[config.mk]
export PLATFORM = sky130hd
export DESIGN_NAME = obstacle_field
export DESIGN_NICKNAME = d
export VERILOG_FILES = /design/src/rtl/obstacle_field.sv
export SDC_FILE = /design/constraint.sdc
export NUM_CORES = 1
export LEC_CHECK = 0
export BUFFER_PORTS_ARGS = -buffer_cell sky130_fd_sc_hd__buf_2
export CAP_MARGIN = 20
export CORE_MARGIN = 4
export CORE_UTILIZATION = 42
export DETAILED_ROUTE_END_ITERATION = 12
export PLACE_DENSITY = 0.61
export SLEW_MARGIN = 20
export SYNTH_ARGS = -nofsm -noshare
export SYNTH_HDL_FRONTEND = slang
export SYNTH_SLANG_ARGS = --single-unit
[constraint.sdc]
create_clock -name clk -period 4.8 [get_ports clk]
set_input_delay 0.96 -clock clk [delete_from_list [all_inputs] [get_ports clk]]
set_output_delay 0.96 -clock clk [all_outputs]
set_load 0.02 [all_outputs]
[src/rtl/obstacle_field.sv]
// Obstacle field: a small pool of scrolling sprite channels with randomised
// spawn spacing, a registered pixel output and an optional sticky collision
// flag against the player's pixel.
// Optional feature: define OBSTACLE_COLLISION_EN to build the collision flag;
// otherwise hit is tied low and dino_px is ignored.
module obstacle_field #(
    parameter int N_OBS    = 3,
    parameter int SPR_W    = 60,
    parameter int SPR_H    = 58,
    parameter int TOP_ROW  = 344,
    parameter int SCREEN_W = 640,
    parameter int MIN_GAP  = 200,
    // Cactus: trunk in cols 24..35, arms in cols 8..13 / 46..51 on rows 10..33,
    // a crossbar on rows 34..37, plain trunk below. Row 0 is the least
    // significant SPR_W-bit slice.
    parameter logic [SPR_W*SPR_H-1:0] SPRITE = {
        {20{60'h000000FFF000000}},
        {4{60'h00FFFFFFFFFFF00}},
        {24{60'h00FC00FFF003F00}},
        {10{60'h000000FFF000000}}
    }
) (
    input  logic             clk,
    input  logic             RESET,
    input  logic [8:0]       row_addr,
    input  logic [9:0]       col_addr,
    input  logic             game_status,
    input  logic             fresh,
    input  logic [3:0]       speed,
    input  logic             dino_px,
    output logic             px,
    output logic [N_OBS-1:0] obs_active,
    output logic             hit
);
    localparam int IDX_W = $clog2(SPR_W * SPR_H);
    localparam logic [8:0]         ROW_LO  = 9'(TOP_ROW);
    localparam logic [8:0]         ROW_HI  = 9'(TOP_ROW + SPR_H);
    localparam logic signed [10:0] SCR_X   = 11'(SCREEN_W);
    localparam logic signed [10:0] W_X     = 11'(SPR_W);
    localparam logic signed [11:0] SCR_S   = 12'(SCREEN_W);
    localparam logic signed [11:0] W_S     = 12'(SPR_W);
    localparam logic [10:0]        GAP_MIN = 11'(MIN_GAP);

    logic                    fresh_d;
    logic                    tick;
    logic                    run;
    logic signed [10:0]      pos_x [N_OBS];
    logic [N_OBS-1:0]        act;
    logic [9:0]              gap;
    logic [15:0]             lfsr;

    logic signed [10:0]      nx_x [N_OBS];
    logic [N_OBS-1:0]        nx_act;
    logic [9:0]              nx_gap;
    logic [15:0]             nx_lfsr;
    logic                    spawn_req;
    logic                    placed;
    logic signed [10:0]      moved;
    logic [10:0]             gap_sum;
    logic                    pix;

    assign tick       = fresh_d & ~fresh;
    assign run        = tick & game_status;
    assign obs_active = act;

    // Per-tick motion, retirement, spawn placement and gap/LFSR bookkeeping.
    always_comb begin
        nx_x      = pos_x;
        nx_act    = act;
        nx_gap    = gap;
        nx_lfsr   = lfsr;
        placed    = 1'b0;
        moved     = '0;
        gap_sum   = {1'b0, gap} + {7'b0, speed};
        // Threshold is judged on the gap as it stood before this tick's add.
        spawn_req = {1'b0, gap} >= (GAP_MIN + {4'b0, lfsr[6:0]});
        if (run) begin
            for (int i = 0; i < N_OBS; i++) begin
                if (act[i]) begin
                    moved = pos_x[i] - $signed({7'b0, speed});
                    if (moved + W_X <= 11'sd0) begin
                        nx_act[i] = 1'b0;
                        nx_x[i]   = SCR_X;
                    end else begin
                        nx_x[i]   = moved;
                    end
                end
            end
            // Searching the post-move flags lets a slot retired this tick be reused.
            if (spawn_req) begin
                for (int i = 0; i < N_OBS; i++) begin
                    if (!placed && !nx_act[i]) begin
                        nx_act[i] = 1'b1;
                        nx_x[i]   = SCR_X;
                        placed    = 1'b1;
                    end
                end
            end
            if (placed) begin
                nx_gap  = '0;
                nx_lfsr = {lfsr[0] ^ lfsr[2] ^ lfsr[3] ^ lfsr[5], lfsr[15:1]};
            end else begin
                nx_gap  = gap_sum[10] ? 10'h3FF : gap_sum[9:0];
            end
        end
    end

    // Channel, gap, LFSR and frame-strobe state.
    always_ff @(posedge clk or posedge RESET) begin
        if (RESET) begin
            fresh_d <= 1'b0;
            act     <= '0;
            gap     <= '0;
            lfsr    <= 16'hACE1;
            for (int i = 0; i < N_OBS; i++) pos_x[i] <= SCR_X;
        end else begin
            fresh_d <= fresh;
            act     <= nx_act;
            gap     <= nx_gap;
            lfsr    <= nx_lfsr;
            pos_x   <= nx_x;
        end
    end

    logic signed [11:0]  col_s;
    logic signed [11:0]  x_s;
    logic signed [11:0]  off;
    logic [8:0]          row_off;
    logic [IDX_W-1:0]    idx;
    logic                in_band;

    // OR of every active channel's sprite bit at the scan address, clipped at both screen edges.
    always_comb begin
        pix     = 1'b0;
        x_s     = '0;
        off     = '0;
        idx     = '0;
        col_s   = $signed({2'b0, col_addr});
        row_off = row_addr - ROW_LO;
        in_band = (row_addr >= ROW_LO) && (row_addr < ROW_HI);
        for (int i = 0; i < N_OBS; i++) begin
            x_s = {pos_x[i][10], pos_x[i]};
            off = col_s - x_s;
            if (act[i] && in_band && (col_s >= x_s) && (col_s < x_s + W_S) && (col_s < SCR_S)) begin
                idx = IDX_W'(int'(row_off) * SPR_W + int'(off));
                pix = pix | SPRITE[idx];
            end
        end
    end

    // Registered pixel output.
    always_ff @(posedge clk or posedge RESET) begin
        if (RESET) px <= 1'b0;
        else       px <= pix;
    end

`ifdef OBSTACLE_COLLISION_EN
    // Sticky collision: once set, only RESET clears it.
    always_ff @(posedge clk or posedge RESET) begin
        if (RESET)             hit <= 1'b0;
        else if (pix & dino_px) hit <= 1'b1;
    end
`else
    logic unused_dino;
    assign unused_dino = dino_px;
    assign hit         = 1'b0;
`endif

endmodule

==> results.md, run 1 <==
* Syn avg cell area at 7.61 µm²
* Core Util, Final at 54.1%
* Hold WC Path Type: flip-flop to flip-flop
* Hold Slack at 500 ps
* Die W at 182 µm
* Area leader, netlist: ha_1
* Worst Hold Depth at 2
* Reg2reg setup slack at 310 ps
* Core area at 0.0297 mm²
* Max_cap viols at 0
* Die Ht at 182 µm
* Layout cell share with drive strength beyond 1 at 24.2%
* Clock Pin Slew Worst Setup and Hold Paths at 60 ps
* CTS H-Tree Depth at 3
* Area occupied by multi-input gates at 0.0105 mm²
* Max Slew Vio Count at 0
* Initial DRC Count at 1,322
* Status: complete, but fails checks
* Cts bufs inserted at 9
* Failing checks: negative setup slack
* Placed cell count at 2,311
* Vias per std cell at 6.03
* Initial Util at 42.6%
* Die area at 0.0330 mm²
* Worst setup EP type: flip-flop
* CTS sink cnt at 64
* Most used DFF post-synth: dfrtp_1
* Sequential share of the synthesized area at 12.8%
* Largest net degree at the start of global routing at 39
* Min-Delay Endpoint: lfsr[15]$_DFFE_PP1P_
* Setup Viol. Count Final at 1
* Port Buffer Count at 30
* GP Congestion at 0.995
* Via count at 14,100
* Worst Setup Start Kind: input port
* Worst slew pin tran at 889 ps
* Setup CP Type: input port to flip-flop
* Hold path startpoint: lfsr[15]$_DFFE_PP1P_
* Initial antenna violation count at 2
* Yosys top cell area share at 14.4%
* Crit-path max FO at 4
* R2R Path Start: pos_x[4]$_DFFE_PP0P_
* I/O pins at 33
* CTS tree: yes
* Worst Reg2Reg Path Length in Cells at 15
* Mapped Area at 0.0127 mm²
* Synth area leaders: ha_1 14%, dfrtp_1 9.9%, fa_1 6.6%, xnor2_1 5.0%, a21oi_1 4.6%
* Worst endpoint data arrival time at 6300 ps
* Seq cells post-synth at 64
* Fin crit share at 127%
* Vias in the first global route at 13,600
* Post-synthesis to final-layout area growth at 27.0%
* Total Wirelength at 42,500 µm
* Netlist cell types at 89
* Mapped Cells at 1,663
* Final std cells w/o fill at 2,332
* # DRC at 0
* Post-synth EDFFs at 0
* Tot GR Track Use at 24.7%
* Slew headroom at 40.6%
* RSZ-0062 raised after global routing: yes
* Setup Skew at 8.95 ps
* Final Hold Fails at 0
* Layout Nets at 2,151
* Cts hold-fix bufs at 0
* Synth warn at 0
* Filler cell count at 2,786
* Placement Setup Slack at -1780 ps
* Setup WS post-layout at -1300 ps
* Syn_nets at 1,879
* Post-DRT Antenna Nets at 0
* First-pass GRT wire length at 68,500 µm
* CTS Root Cell: clkbuf_16
* Fin crit period at 6100 ps
* Reg-to-reg endpoint: px$_DFF_PP0_
* Detailed Routing Iterations Pass 1 at 7
* Max Freq at 164 MHz
* CTS max path bufs at 2
* Register area at 0.00162 mm²
* Global route overflow at 0
* Worst-Skew Late Latency at 350 ps
* WL per Instance at 18.2 µm
* Site Rows at 63
* Post-DP HPWL at 33,900 µm
* Asr flop ratio synth at 100%
* WP data required at 5000 ps
how the worst max path moves through the flow:
stage                     start  slack, ps  cells after the start            to
floorplan           row_addr[2]      -1090                     21  px$_DFF_PP0_
global placement    row_addr[1]      -1700                     22  px$_DFF_PP0_
detailed placement  row_addr[1]      -1780                     22  px$_DFF_PP0_
CTS                 row_addr[0]      -1180                     22  px$_DFF_PP0_
global route        row_addr[1]      -1500                     22  px$_DFF_PP0_
finish              row_addr[1]      -1300                     23  px$_DFF_PP0_
cell usage after synthesis (34+ instances only):
cell type and count:
ha_1 146, nand2_1 135, inv_1 117, a21oi_1 116, nor2_1 108, o21ai_0 105
clkbuf_1 78, xnor2_1 73, nor3_1 68, nand3_1 54, dfrtp_1 50, fa_1 42
a21o_1 34
repair_timing:
action	in CTS	in global routing
gates resized for setup	26	24
buffers inserted	4	0
setup endpoints to repair	1	1
pin swaps	21	21
cells by family (layout without fill, tap and decap cells):
| group | after synthesis | after routing | synth area share (%) |
|---|---|---|---|
| AOI/OAI and AO/OA | 561 | 561 | 30.1 |
| and+or+nand+nor | 505 | 505 | 19.4 |
| buffers and inverters | 219 | 496 | 6.78 |
| adders and majority gates | 189 | 189 | 21.1 |
| xor gates and xnor gates | 94 | 94 | 6.50 |
| DFF | 64 | 64 | 12.8 |
| muxes | 30 | 30 | 3.19 |
| other | 1 | 3 | 0.0296 |
layout make-up:
class	instances	area share, %
diodes	2	0.0311
clock buffers	11	1.45
clock inverters	5	0.506
inverters	121	2.84
multi-input cells	1380	65.2
flip-flops and latches	64	10.1
well taps	390	3.03
repair buffers	359	16.9
cells in the final DEF, fill, tap and decap left out, types with 41 or more instances in the layout:
cell type and count:
ha_1 139, buf_4 322, fa_1 41, a21oi_1 113, nor3_1 68, nand2_1 131
inv_1 113, nand3_1 54, dfrtp_1 50, nor2_1 107, xnor2_1 70, o21ai_0 104
state kept, by name, indices dropped and copies added (netlist names):
signal	count
pos_x	33
px	1
lfsr	16
fresh_d	1
gap	10
obs_active	3
metrics by stage:
stage               TNS [ps]  area (µm²)
floorplan              -1090       12700
global placement       -1700       15500
detailed placement     -1780       15500
CTS                    -1180       16000
global route           -1500       16100
finish                 -1300       16100
routing by layer:
| metal | up-vias | wire (µm) | GRT usage [%] |
|---|---|---|---|
| met4 | 0 | 1560 | 8.71 |
| li1 | 6710 | - | - |
| met1 | 6704 | 18300 | 31.7 |
| met5 | - | 0 | 0 |
| met3 | 117 | 2110 | 2.18 |
| met2 | 526 | 20500 | 43.5 |
critical path: stages:
cell and delay, ps:
buf_8 100, fa_1 540, inv_2 40, fa_1 510, inv_2 50, ha_4 300, nand4_1 180, nand2_4 160
xor2_4 190, fa_1 450, ha_4 320, nor2b_4 40, a221o_1 360, a211o_1 330, nand2_2 150, buf_6 120
o22ai_1 90, a2111o_1 390, a21oi_2 200, nor4_4 70, o2bb2ai_2 150, nor4b_4 390, o221ai_1 170
Power of run 1 is left out: the tool's default activity adds up to more than one toggle a clock period on the data nets, which glitch-free logic cannot reach.
==> run 2: changes to the inputs <==
Clock period 4.8 ns to 6.38 ns, I/O delays scaled along.
==> run 2 against run 1 <==
The flow now finishes without violations. Critical path type unchanged. Clock skew rose by 2.7 ps. First-iteration DRC count is 1.6% lower. Worst setup slack better by 1400 ps. Global-route usage shrank 2.1 points. Hold slack gained 2.4 ps.
==> results.md, run 2 (synthesis gave the netlist of run 1 again) <==
* Status: finished clean
* Final Hold Fails at 0 (unchanged)
* Worst Hold Depth at 2 (unchanged)
* Core area at 0.0297 mm² (unchanged)
* CTS H-Tree Depth at 3 (unchanged)
* Fin crit period at 6250 ps
* Post-synthesis to final-layout area growth at 19.5%
* Vias per std cell at 6.06 (+0.50%)
* CTS tree: yes
* Diode count at 0 (-2)
* Vias in the first global route at 12,400 (-8.5%)
* Setup Viol. Count Final at 0 (-1)
* Die area at 0.0330 mm² (unchanged)
* Worst Setup Start Kind: input port
* WP data required at 6620 ps (+1620 ps)
* Worst endpoint data arrival time at 6500 ps (+200 ps)
* I/O pins at 33 (unchanged)
* Via count at 13,400 (-4.9%)
* Setup CP Type: input port to flip-flop
* Number of flip-flops in the largest register at 33 (unchanged)
* Slowest CP cell: fa_2
* Worst setup startpoint: row_addr[1]
* Global route overflow at 0 (unchanged)
* Initial antenna violation count at 0 (-2)
* Top Registers: pos_x: 33 flops, lfsr: 16 flops, gap: 10 flops
* Core Util, Final at 50.9% (-3.2 points)
* Fin crit share at 98.0%
* Most common cell after layout, fill and taps aside: buf_4
* Reg-to-reg endpoint: px$_DFF_PP0_
* First-pass GRT wire length at 63,700 µm (-7.1%)
* Max_cap viols at 0 (unchanged)
* Max Slew Vio Count at 0 (unchanged)
* Max Freq at 160 MHz
* # DRC at 0 (unchanged)
* Top reg by flops: pos_x
* Setup Skew at 11.7 ps (+2.75 ps)
* GP Congestion at 0.952 (-4.3%)
* Worst setup EP type: flip-flop
* Clock Pin Slew Worst Setup and Hold Paths at 50 ps (about the same)
* Worst-Skew Late Latency at 330 ps (-20 ps)
* Slew headroom at 29.6% (-11 points)
* Hold path startpoint: lfsr[15]$_DFFE_PP1P_
* Cts hold-fix bufs at 0 (unchanged)
* Commonest cells after routing, fill and taps aside: 201 x buf_4, 139 x ha_1, 131 x nand2_1
* Initial DRC Count at 1,301 (-1.6%)
* CTS sink cnt at 64 (unchanged)
* Reg2reg setup slack at 1760 ps (+1450 ps)
* Layout cell share with drive strength beyond 1 at 20.0% (-4.2 points)
* CTS max path bufs at 2 (unchanged)
* Largest net degree at the start of global routing at 65 (+67%)
* Hold WC Path Type: flip-flop to flip-flop
* Post-DP HPWL at 30,500 µm (-9.9%)
* WP buf/inv at 3 (-1)
* Initial Util at 42.6% (unchanged)
* Site Rows at 63 (unchanged)
* Setup TNS at 0 ps (+1300 ps)
* WL per Instance at 17.8 µm (-2.6%)
* Die W at 182 µm (unchanged)
* Tot GR Track Use at 22.7% (-2.1 points)
* CTS Root Cell: clkbuf_16
* Post-DRT Antenna Nets at 0 (unchanged)
* R2R Path Start: pos_x[25]$_DFFE_PP0P_
* Port Buffer Count at 30 (unchanged)
* Worst slew pin tran at 1060 ps (+167 ps)
* Total Wirelength at 39,200 µm (-7.8%)
* Die Ht at 182 µm (unchanged)
* Crit-path max FO at 5 (+1)
* Cts bufs inserted at 9 (unchanged)
* Worst Reg2Reg Path Length in Cells at 16 (+1)
* Hold Slack at 503 ps (+2.45 ps)
* Worst stage delay on the critical path at 480 ps (-60 ps)
* Detailed Routing Iterations Pass 1 at 6 (-1)
* Layout Nets at 2,028 (-5.7%)
* Min-Delay Endpoint: lfsr[15]$_DFFE_PP1P_
* Worst-path cell chain: clkbuf_4, fa_2, xor2_2, ha_1, or2_4, ha_4, a21oi_2, nand2_2, xor2_4, buf_4, buf_4, fa_1, ha_1, or2_2, o21a_1, nor2_1, a221oi_1, a211oi_1, o211ai_1, a311o_1, o221ai_1
* Delay-heaviest family, CP: adder cells
-- run 2: worst max-delay path by stage --
stage	to	slack (ps)	cells after the start
after floorplan	px$_DFF_PP0_	10	21
after global placement	px$_DFF_PP0_	-410	22
after detailed placement	px$_DFF_PP0_	-530	22
after CTS	px$_DFF_PP0_	30	22
after global routing	px$_DFF_PP0_	-10	22
final	px$_DFF_PP0_	130	21
-- run 2: timing repair --
item	4_1_cts	5_1_grt
setup endpoints to repair	1	1
pin swaps	13	24
gates cloned	0	1
setup buffers	2	3
gates resized for setup	16	55
-- run 2: through the flow --
stage	worst slack [ps]	std cells	cell area (µm²)
2_1_floorplan	12.5	1663	12700
3_3_place_gp	-410	2185	14500
3_5_place_dp	-530	2185	14500
4_1_cts	25.3	2203	14900
5_1_grt	-11.8	2207	15100
6_report	125	2207	15100
-- run 2: worst reg2reg max path, stage by stage (launching register included) --
cell      delay (ps)
dfrtp_1          420
inv_1            160
fa_1             440
ha_1             370
and3_1           220
o21ai_0          320
and2_1           430
clkinv_1         230
buf_4            250
nor2_1           360
nand2_1          140
a221o_1          340
a21o_1           190
a31oi_1          250
o31a_1           200
o221ai_2         110
o221ai_1         110
-- run 2: area by class of cell --
class	count	area [µm²]
clock buffer	12	246
clock inverter	4	31.3
fill	2851	14600
inverter	121	454
multi-input combinational	1381	10600
sequential	64	1620
tap	390	488
timing repair buffer	235	1720
-- run 2: layer usage --
layer / vias to the layer above / wire [µm] / global-route usage [%]
met5: - / 0 / 0
met4: 0 / 498 / 3.69
met3: 52 / 2020 / 1.86
met2: 434 / 18800 / 38.4
met1: 6417 / 17900 / 32.2
li1: 6467 / - / -
Power of run 2 is left out for the same reason.
